### config.mk
export PLATFORM = sky130hd
export DESIGN_NAME = debounce
export DESIGN_NICKNAME = d
export VERILOG_FILES = /design/src/rtl/debounce.sv
export SDC_FILE = /design/constraint.sdc
export NUM_CORES = 1
export LEC_CHECK = 0
export CELL_PAD_IN_SITES_DETAIL_PLACEMENT = 0
export CELL_PAD_IN_SITES_GLOBAL_PLACEMENT = 1
export CORE_MARGIN = 8
export CORE_UTILIZATION = 30
export CTS_CLUSTER_DIAMETER = 150
export CTS_CLUSTER_SIZE = 10
export DETAILED_ROUTE_END_ITERATION = 16
export GPL_ROUTABILITY_DRIVEN = 0
export PLACE_DENSITY = 0.58
export REMOVE_ABC_BUFFERS = 1
export SYNTH_ARGS = -nofsm -noshare
export SYNTH_HDL_FRONTEND = slang
export SYNTH_SLANG_ARGS = --single-unit
### constraint.sdc
create_clock -name clk -period 1.8 [get_ports clk]
set_input_delay 0.36 -clock clk [delete_from_list [all_inputs] [get_ports clk]]
set_output_delay 0.36 -clock clk [all_outputs]
set_load 0.1 [all_outputs]
### src/rtl/debounce.sv
// debounce: per-channel two-flop synchronizer and counter-based debouncer.
// Emits a clean level plus registered one-cycle rise/fall pulses.
module debounce #(
  parameter int WIDTH         = 2,
  parameter int STABLE_CYCLES = 1000000
) (
  input  logic             clk,
  input  logic             rst,
  input  logic [WIDTH-1:0] din,
  output logic [WIDTH-1:0] dout,
  output logic [WIDTH-1:0] rise,
  output logic [WIDTH-1:0] fall
);

  localparam int CNT_W = $clog2(STABLE_CYCLES);
  localparam logic [CNT_W-1:0] CNT_MAX =
    CNT_W'(STABLE_CYCLES - 1);
  localparam logic [CNT_W-1:0] CNT_ONE = CNT_W'(1);

  typedef enum logic [1:0] {
    STABLE_LO,
    WAIT_HI,
    STABLE_HI,
    WAIT_LO
  } state_t;

  logic [WIDTH-1:0] s1;
  logic [WIDTH-1:0] s2;

  // Bring raw asynchronous inputs into the clk domain.
  always_ff @(posedge clk) begin
    if (rst) begin
      s1 <= '0;
      s2 <= '0;
    end else begin
      s1 <= din;
      s2 <= s1;
    end
  end

  for (genvar g = 0; g < WIDTH; g++) begin : g_ch
    state_t           state;
    logic [CNT_W-1:0] cnt;
    logic             lvl_q;
    logic             rise_q;
    logic             fall_q;
    logic             smp;

    assign smp = s2[g];

    // Count consecutive contrary samples; commit on the last one.
    always_ff @(posedge clk) begin
      if (rst) begin
        state  <= STABLE_LO;
        cnt    <= '0;
        lvl_q  <= 1'b0;
        rise_q <= 1'b0;
        fall_q <= 1'b0;
      end else begin
        rise_q <= 1'b0;
        fall_q <= 1'b0;
        unique case (state)
          STABLE_LO: begin
            if (smp) begin
              state <= WAIT_HI;
              cnt   <= CNT_ONE;
            end else begin
              cnt <= '0;
            end
          end
          WAIT_HI: begin
            if (!smp) begin
              state <= STABLE_LO;
              cnt   <= '0;
            end else if (cnt == CNT_MAX) begin
              state  <= STABLE_HI;
              lvl_q  <= 1'b1;
              rise_q <= 1'b1;
              cnt    <= '0;
            end else begin
              cnt <= cnt + CNT_ONE;
            end
          end
          STABLE_HI: begin
            if (!smp) begin
              state <= WAIT_LO;
              cnt   <= CNT_ONE;
            end else begin
              cnt <= '0;
            end
          end
          WAIT_LO: begin
            if (smp) begin
              state <= STABLE_HI;
              cnt   <= '0;
            end else if (cnt == CNT_MAX) begin
              state  <= STABLE_LO;
              lvl_q  <= 1'b0;
              fall_q <= 1'b1;
              cnt    <= '0;
            end else begin
              cnt <= cnt + CNT_ONE;
            end
          end
          default: begin
            state <= STABLE_LO;
            cnt   <= '0;
          end
        endcase
      end
    end

    assign dout[g] = lvl_q;
    assign rise[g] = rise_q;
    assign fall[g] = fall_q;
  end

endmodule

==> reports/metrics.cfg, run 1 <==
[final_layout]
antenna_cells=0
fin_nets=320
layout_common_cells=50 x dfxtp_1, 39 x buf_4, 28 x nor2_1
area_delta_synth_final_pct=31.0
fillers=787
layout_commonest_cell=dfxtp_1
drive_gt1_frac=0.236

[critical_path]
cp-start-kind=flop
required_ns=1.99
worstPathMaxFanout=9
critPathKind=flop to flop
path_cells=or4_4 > or4_4 > o211ai_4 > clkbuf_16 > a21oi_1
cpPeakStageDelay_ns=0.52
r2r_slack_ns=-0.14
r2r-end=g_ch[1].cnt[17]
cp_slowest_cell=or4_4
cp.arrival_ns=2.13
endpoint_kind=flop
cpMostUsedCell=or4_4
rr_worst_depth=5
r2r_start=g_ch[1].cnt[8]

[global_routing]
grt_pass1_vias=1951
grt_overflow=0
grt_pass1_wl_um=8450
grt_util_all_layers=0.0916
grt_max_degree=19
antenna_found_initial=0

[drt]
final_antenna_net_count=0
wl_per_cell_um=11.7
routed_wl_um=4890
routed-via-count=1958
drtIter0Drc=41
drc=0
first_pass_iters=4
viasPerCell=4.71

[timing]
finalWorstPathRequiredPeriod_ns=1.94
maxSlewViolCount=0
setup_viol=21
max_slew_margin=0.737
rsz0062_at_grt=true
fin_ws_ns=-0.137
max_clock_freq_ghz=0.516
finalClockSkew_ns=0.00277
hold_viol_final=0
holdWs_ns=0.453
tightest_slew_ns=0.395
period_share=1.08
setup_tns_ns=-2.10

[place]
numPortBuffers=9
hpwlAfterDp_um=3490
dp_slack_ns=-0.203

[yosys]
synth_cell_types=33
netlist_top_cells_area=dfxtp_1 46%, xnor2_1 4.8%, nor2_1 4.4%
synthCells=268
ys_seq_area_frac=0.458
synth.avg_cell_area_um2=8.81
synth_warnings=0
synth_top_area_cell=dfxtp_1
yosys_register_bits=54
syn_area_um2=2360
netlist.area_leader.share=0.458

[cts]
cts_buffers=5
h-tree-depth=2
clkTransAtPathRegs_ns=0.09
clockBufferDepth=2
cts_hold_buf=0
tritoncts=yes
cts_root_buffer=clkbuf_8
clock_sinks=54
clk_latency_ns=0.30

[job]
drv_cap=0

[hold_path]
min_to=s2[1]
whs_path_depth=1
hp-class=flop to flop
hold_start=s1[1]

[run_status]
violations=setup timing
outcome=finished with violations

[power_and_ir_drop]
vdd_ir_drop_max_v=0.000348
power.leakage_nw=0.987
power_density_nw_per_um2=686
total_power_mw=2.12

[floorplan]
die_y_um=105
io_pins=10
dieWidth_um=105
core_um2=7690
rows=32
start_util=0.307
die_area_um2=11000

==> cell usage after synthesis <==
master	instances
dfxtp_1	54
nor2_1	28
a21oi_1	16
nand3_1	14
o21ai_0	14
nand4_1	13
or3_1	13
xnor2_1	13
inv_1	12
nand2_1	10
nor3_1	10
xor2_1	9
buf_4	7
or4_1	7
and4_1	6
nand2b_1	4
nor2b_1	4
o31ai_1	4
and2_1	3
and3_1	3
clkbuf_1	3
or2_2	3
a21boi_0	2
a31oi_1	2
ha_1	2
nor4bb_1	2
o21a_1	2
o21ba_2	2
o21bai_1	2
buf_2	1
nor4_1	1
o211ai_1	1
o211ai_4	1
==> logic make-up (layout without fill, tap and decap cells) <==
group / count (synthesis) / count (layout) / synth area share
adders and majority gates: 2 / 2 / 0.0106
DFF: 54 / 54 / 0.458
and+or+nand+nor: 121 / 121 / 0.281
buffers and inverters: 23 / 69 / 0.0482
xor gates and xnor gates: 22 / 22 / 0.0816
AOI/OAI and AO/OA: 46 / 46 / 0.121
==> metrics by stage <==
stage	std cells	util	cell area (um2)
2_1_floorplan	257	-	2290
5_1_grt	416	0.403	3090
4_1_cts	414	0.391	3010
3_5_place_dp	404	0.371	2850
3_3_place_gp	404	0.371	2850
6_report	416	0.403	3090
==> worst max-delay path by stage <==
stage,start,endpoint,slack (ns),cells past startpoint
after floorplan,g_ch[0].cnt[0],g_ch[0].cnt[10],-0.24,5
after global placement,g_ch[1].cnt[8],g_ch[1].lvl_q,-0.19,4
after detailed placement,g_ch[1].cnt[8],g_ch[1].lvl_q,-0.20,4
after CTS,g_ch[1].cnt[8],g_ch[1].lvl_q,-0.12,4
after global routing,g_ch[1].cnt[8],g_ch[1].lvl_q,-0.20,4
final,g_ch[1].cnt[8],g_ch[1].cnt[17],-0.14,5
==> sequential cells by signal, indices dropped and copies added, names as in the netlist, named ones only <==
signal	cells
g_ch.cnt	40
g_ch.rise_q	2
g_ch.fall_q	2
g_ch.state	2
s1	2
g_ch.lvl_q	2
s2	2
==> report_power, final <==
part / switching [mW] / internal (mW) / total (mW)
Sequential: 0.00960 / 1.20 / 1.21
Combinational: 0.0469 / 0.0336 / 0.0805
Clock: 0.382 / 0.446 / 0.828
==> cell type report <==
| cell class | count | area, um2 | area share |
|---|---|---|---|
| clock inverters | 1 | 30.0 | 0.00970 |
| repair buffers | 50 | 488 | 0.158 |
| inverters | 12 | 45.0 | 0.0146 |
| clock buffers | 6 | 82.6 | 0.0267 |
| multi-input cells | 191 | 1230 | 0.398 |
| flip-flops and latches | 54 | 1090 | 0.352 |
| well taps | 102 | 128 | 0.0412 |
==> layer usage <==
layer | up-vias | GRT usage | part of all wire
met1 | 904 | 0.104 | 0.48
met4 | 0 | 0.0306 | 0.0096
li1 | 1039 | - | -
met5 | - | 0 | 0
met3 | 5 | 0.0227 | 0.021
met2 | 10 | 0.163 | 0.49
==> worst max-delay path: cells and delay by family (launching register included) <==
| kind | cells | cell delay (ns) |
|---|---|---|
| AOI/OAI and AO/OA | 2 | 0.30 |
| buffers and inverters | 1 | 0.21 |
| DFF | 1 | 0.32 |
| and+or+nand+nor | 2 | 1.00 |
==> repair_timing <==
action | 4_1_cts | 5_1_grt
pin swaps | 1 | 6
resized for setup | 4 | 15
buffers inserted | 3 | 1
cloned | 0 | 1
endpoints found under the setup margin | 38 | 42
Power figures use the tool's default switching activity.
==> inputs of run 2 (changes only) <==
--- a/config.mk
+++ b/config.mk
@@ -7,7 +7,7 @@
 export LEC_CHECK = 0
 export CELL_PAD_IN_SITES_DETAIL_PLACEMENT = 0
 export CELL_PAD_IN_SITES_GLOBAL_PLACEMENT = 1
-export CORE_MARGIN = 8
+export CORE_MARGIN = 2
 export CORE_UTILIZATION = 30
 export CTS_CLUSTER_DIAMETER = 150
 export CTS_CLUSTER_SIZE = 10
==> reports/metrics.cfg, run 2 (synthesis gave the netlist of run 1 again) <==
[run_status]
outcome=finished with violations
violations=setup timing

[final_layout]
fin_util=0.396  ; -0.00700
stdcell_count=416  ; unchanged
largest_reg_flops=40  ; unchanged
layout_commonest_cell=dfxtp_1
layout_common_cells=53 x dfxtp_1, 38 x buf_4, 28 x nor2_1
fin_nets=319  ; -0.31%
area_delta_synth_final_pct=28.7
finalInstanceArea_um2=3040  ; -1.7%
top_register=g_ch.cnt
drive_gt1_frac=0.213  ; -0.0223
antenna_cells=0  ; unchanged

[timing]
max_slew_margin=0.784  ; +0.0468
period_share=1.07  ; -0.00532
setup_viol=23  ; +9.5%
tightest_slew_ns=0.324  ; -0.0712 ns
max_clock_freq_ghz=0.519  ; +0.50%
finalWorstPathRequiredPeriod_ns=1.93  ; -0.00958 ns
hold_viol_final=0  ; unchanged
rsz0062_at_grt=true
finalClockSkew_ns=0.0101  ; +0.00730 ns
setup_tns_ns=-2.14  ; -0.0379 ns
fin_ws_ns=-0.127  ; +0.00958 ns
holdWs_ns=0.450  ; -0.00314 ns
maxSlewViolCount=0  ; unchanged

[power_and_ir_drop]
power.leakage_nw=0.983  ; -0.38%
power_density_nw_per_um2=674  ; -1.7%
total_power_mw=2.05  ; -3.4%
vdd_ir_drop_max_v=0.000301  ; -13%

[floorplan]
dieWidth_um=92.7  ; -11%
die_y_um=92.7  ; -11%
start_util=0.307  ; unchanged
core_um2=7690  ; unchanged
io_pins=10  ; unchanged
die_area_um2=8600  ; -22%
rows=32  ; unchanged

[critical_path]
worstPathMaxFanout=9  ; unchanged
cp-start-kind=flop
cp_slowest_cell=or4_1
cp.arrival_ns=2.14  ; about the same
path_cells=or4_1 > or4_4 > o211ai_4 > clkbuf_16 > a21oi_1
startpoint=g_ch[1].cnt[8]
cp_num_buf_inv=1  ; unchanged
crit_family=simple AND/OR/NAND/NOR gates
critPathKind=flop to flop
endpoint_kind=flop
r2r_start=g_ch[1].cnt[8]
rr_worst_depth=5  ; unchanged
cp.depth=5  ; unchanged
cpPeakStageDelay_ns=0.51  ; about the same
r2r-end=g_ch[1].cnt[15]
required_ns=2.01  ; +0.02 ns
r2r_slack_ns=-0.13  ; about the same
endpoint=g_ch[1].cnt[15]

[global_routing]
grt_util_all_layers=0.117  ; +0.0254
grt_max_degree=19  ; unchanged
antenna_found_initial=0  ; unchanged
grt_pass1_vias=1813  ; -7.1%
grt_pass1_wl_um=8050  ; -4.7%
grt_overflow=0  ; unchanged

[cts]
clkTransAtPathRegs_ns=0.10  ; about the same
cts_buffers=5  ; unchanged
clockBufferDepth=2  ; unchanged
h-tree-depth=2  ; unchanged
cts_root_buffer=clkbuf_8
clk_latency_ns=0.31  ; about the same
tritoncts=yes
clock_sinks=54  ; unchanged

[job]
drv_cap=0  ; unchanged

[place]
hpwlAfterDp_um=3400  ; -2.4%
dp.cells=405  ; +0.25%
dp_slack_ns=-0.196  ; +0.00746 ns
numPortBuffers=9  ; unchanged
placed_area_um2=2860  ; +0.26%

[drt]
routed-via-count=1973  ; +0.77%
drtIter0Drc=38  ; -7.3%
routed_wl_um=4900  ; +0.20%
drc=0  ; unchanged
final_antenna_net_count=0  ; unchanged
first_pass_iters=4  ; unchanged
viasPerCell=4.74  ; +0.77%
wl_per_cell_um=11.8  ; +0.20%

[hold_path]
hp-class=flop to flop

[run 2: changes by cell type in the layout (fill, tap and decap cells not counted), moves of 2 or more]
cell and change:
dfxtp_1 +3, nor3_1 +2, nor3_2 -2, dfxtp_2 -2
[run 2: worst min-delay path by stage]
stage           from  endpoint  cells past startpoint
4_1_cts        s1[1]     s2[1]                      1
6_report       s1[1]     s2[1]                      1
3_5_place_dp   s1[1]     s2[1]                      1
5_1_grt        s1[1]     s2[1]                      1
2_1_floorplan  s1[0]     s2[0]                      1
3_3_place_gp   s1[1]     s2[1]                      1
[run 2: worst register-to-register path: stages, from the launching register on]
cell,delay (ns)
dfxtp_1,0.32
or4_1,0.51
or4_4,0.48
o211ai_4,0.26
clkbuf_16,0.21
a21oi_1,0.04
[run 2: layer usage]
layer	track usage	routed length [um]	share of wire	vias up
li1	-	-	-	1038
met1	0.146	2410	0.49	915
met2	0.195	2300	0.47	12
met3	0.0269	112	0.023	8
met4	0.0478	74	0.015	0
met5	0	0	0	-
[run 2: repair_timing]
item                       in CTS  in global routing
pin swaps                       0                  5
cloned                          0                  1
setup endpoints to repair      25                 41
resized for setup               4                  6
hold buffers                    0                  0
setup buffers                   0                  2
[run 2: power by group]
part	switching [mW]	total [mW]	internal (mW)
Clock	0.400	0.753	0.353
Sequential	0.00963	1.21	1.20
Combinational	0.0467	0.0809	0.0342
Total	0.457	2.05	1.59
[run 2: final cells by class]
type                    instances  area [um2]
fillers                       795        4650
clock inverters                 1        8.76
clock buffers                   7        96.3
flip-flops and latches         54        1080
inverters                      12        45.0
multi-input cells             191        1200
repair buffers                 49         480
well taps                     102         128
==> inputs of run 3 (changes only) <==
--- a/config.mk
+++ b/config.mk
@@ -7,12 +7,13 @@
 export LEC_CHECK = 0
 export CELL_PAD_IN_SITES_DETAIL_PLACEMENT = 0
 export CELL_PAD_IN_SITES_GLOBAL_PLACEMENT = 1
-export CORE_MARGIN = 2
+export CORE_MARGIN = 4
 export CORE_UTILIZATION = 30
 export CTS_CLUSTER_DIAMETER = 150
 export CTS_CLUSTER_SIZE = 10
 export DETAILED_ROUTE_END_ITERATION = 16
 export GPL_ROUTABILITY_DRIVEN = 0
+export GPL_TIMING_DRIVEN = 0
 export PLACE_DENSITY = 0.58
 export REMOVE_ABC_BUFFERS = 1
 export SYNTH_ARGS = -nofsm -noshare
==> reports/metrics.cfg, run 3 (synthesis gave the netlist of run 1 again) <==
[final_layout]
finalInstanceArea_um2=2860  ; -5.8%
layout_common_cells=43 x dfxtp_1, 28 x nor2_1, 16 x a21oi_1
ff_latch_area_um2=1110  ; +2.5%
antenna_cells=0  ; unchanged
layout_commonest_cell=dfxtp_1
drive_gt1_frac=0.194  ; -0.0189
area_delta_synth_final_pct=21.2
fin_util=0.372  ; -0.0231
top_register=g_ch.cnt
fin_nets=294  ; -7.8%
multiInputGateArea_um2=1240  ; +3.4%
largest_reg_flops=40  ; unchanged
fillers=830  ; +4.4%

[run_status]
violations=setup timing
outcome=finished with violations

[global_routing]
met3_usage=0.0252  ; -0.00162
use_met2=0.167  ; -0.0281
antenna_found_initial=0  ; unchanged
grt_pass1_wl_um=8140  ; +1.2%
grt_max_degree=19  ; unchanged
grt_overflow=0  ; unchanged
grtUsageMet1=0.134  ; -0.0120
grt_util_all_layers=0.102  ; -0.0152
grt_pass1_vias=1818  ; +0.28%
grt-busiest-layer=met2

[critical_path]
required_ns=2.02  ; about the same
cp_slowest_cell=or4_4
critPathKind=flop to flop
endpoint_kind=flop
cpMostUsedCell=or4_4
crit_family=simple AND/OR/NAND/NOR gates
cp_num_buf_inv=0  ; -1
cp-start-kind=flop
path_cells=or4_4 > or4_4 > or3_1 > a31oi_1
cpPeakStageDelay_ns=0.50  ; about the same
cp.arrival_ns=2.15  ; about the same
worstPathMaxFanout=6  ; -3

[drt]
final_antenna_net_count=0  ; unchanged
routed_wl_um=4720  ; -3.5%
viasPerCell=4.80  ; +1.2%
first_pass_iters=4  ; unchanged
routed-via-count=1872  ; -5.1%
drc=0  ; unchanged
drtIter0Drc=60  ; +58%
wl_per_cell_um=12.1  ; +2.9%

[cts]
clk_latency_ns=0.30  ; about the same
tritoncts=yes
cts_root_buffer=clkbuf_8
clockBufferDepth=2  ; unchanged
cts_hold_buf=0  ; unchanged
cts_buffers=5  ; unchanged
clkTransAtPathRegs_ns=0.10  ; about the same
h-tree-depth=2  ; unchanged
clock_sinks=54  ; unchanged

[timing]
hold_viol_final=0  ; unchanged
fin_ws_ns=-0.131  ; -0.00354 ns
tightest_slew_ns=0.549  ; +0.225 ns
rsz0062_at_grt=true
period_share=1.07  ; +0.00196
setup_viol=23  ; unchanged
holdWs_ns=0.443  ; -0.00723 ns
finalWorstPathRequiredPeriod_ns=1.93  ; +0.00354 ns
max_slew_margin=0.636  ; -0.148
max_clock_freq_ghz=0.518  ; -0.18%
finalClockSkew_ns=0.00936  ; -0.000712 ns
maxSlewViolCount=0  ; unchanged
setup_tns_ns=-1.63  ; +0.508 ns

[hold_path]
hp-class=flop to flop

[floorplan]
core_um2=7690  ; unchanged
die_area_um2=9360  ; +8.8%
rows=32  ; unchanged
io_pins=10  ; unchanged
die_y_um=96.7  ; +4.3%
start_util=0.307  ; unchanged
dieWidth_um=96.7  ; +4.3%

[power_and_ir_drop]
p_switching_mw=0.437  ; -4.3%
switching_share=0.208  ; -0.0148
power_density_nw_per_um2=734  ; +8.9%
internal_power_mw=1.66  ; +4.5%
total_power_mw=2.10  ; +2.5%
seqPwrFrac=0.573  ; -0.020
clkPwrFrac=0.395  ; +0.027
power_frac_comb=0.032  ; -0.007
vdd_ir_drop_max_v=0.000283  ; -6.2%
power.leakage_nw=0.829  ; -16%

[place]
hpwlAfterDp_um=3160  ; -7.0%
numPortBuffers=9  ; unchanged
placed_area_um2=2530  ; -12%

[job]
drv_cap=0  ; unchanged

## run 3: changes by cell type in the layout (fill, tap and decap cells not counted), sizes merged
cell           delta
buf              -30
clkdlybuf4s15     +6
clkbuf            -2
bufinv            +1
clkinv            -1
## run 3: layout make-up
class                           instances  share of cell area
Sequential cell                        54               0.388
Multi-Input combinational cell        191               0.434
Clock buffer                            6              0.0288
Clock inverter                          1              0.0105
Tap cell                              102              0.0446
Timing Repair Buffer                   24              0.0791
Inverter                               12              0.0157
## run 3: power by group through the flow
stage,combinational [mW],sequential (mW),clock [mW]
after global routing,0.0723,1.21,0.905
after detailed placement,0.0675,1.24,0
after CTS,0.0673,1.21,0.868
final,0.0674,1.20,0.829
after global placement,0.0673,1.24,0
after floorplan,0.0159,1.27,0
## run 3: timing repair
item | in CTS | in global routing
gates resized for setup | 31 | 21
pin swaps | 9 | 6
endpoints found under the setup margin | 52 | 37
gates cloned | 0 | 0
buffers inserted | 9 | 4
## run 3: final timing paths
check        cells past startpoint       endpoint  slack (ns)            from
max                              4  g_ch[1].lvl_q       -0.13  g_ch[1].cnt[8]
min                              1          s2[1]        0.44           s1[1]
max reg2reg                      4  g_ch[1].lvl_q       -0.13  g_ch[1].cnt[8]
min reg2reg                      1          s2[1]        0.44           s1[1]
## run 3: routing by layer
layer  up-vias  routed length [um]
li1        991                   -
met1       864                2350
met2        12                2200
met3         5                 120
met4         0                  46
met5         -                   0
## run 3: through the flow
step | cells | setup WS (ns)
after floorplan | 257 | -0.242
after global placement | 368 | -0.988
after detailed placement | 370 | -0.609
after CTS | 386 | -0.194
after global routing | 390 | -0.176
final | 390 | -0.131
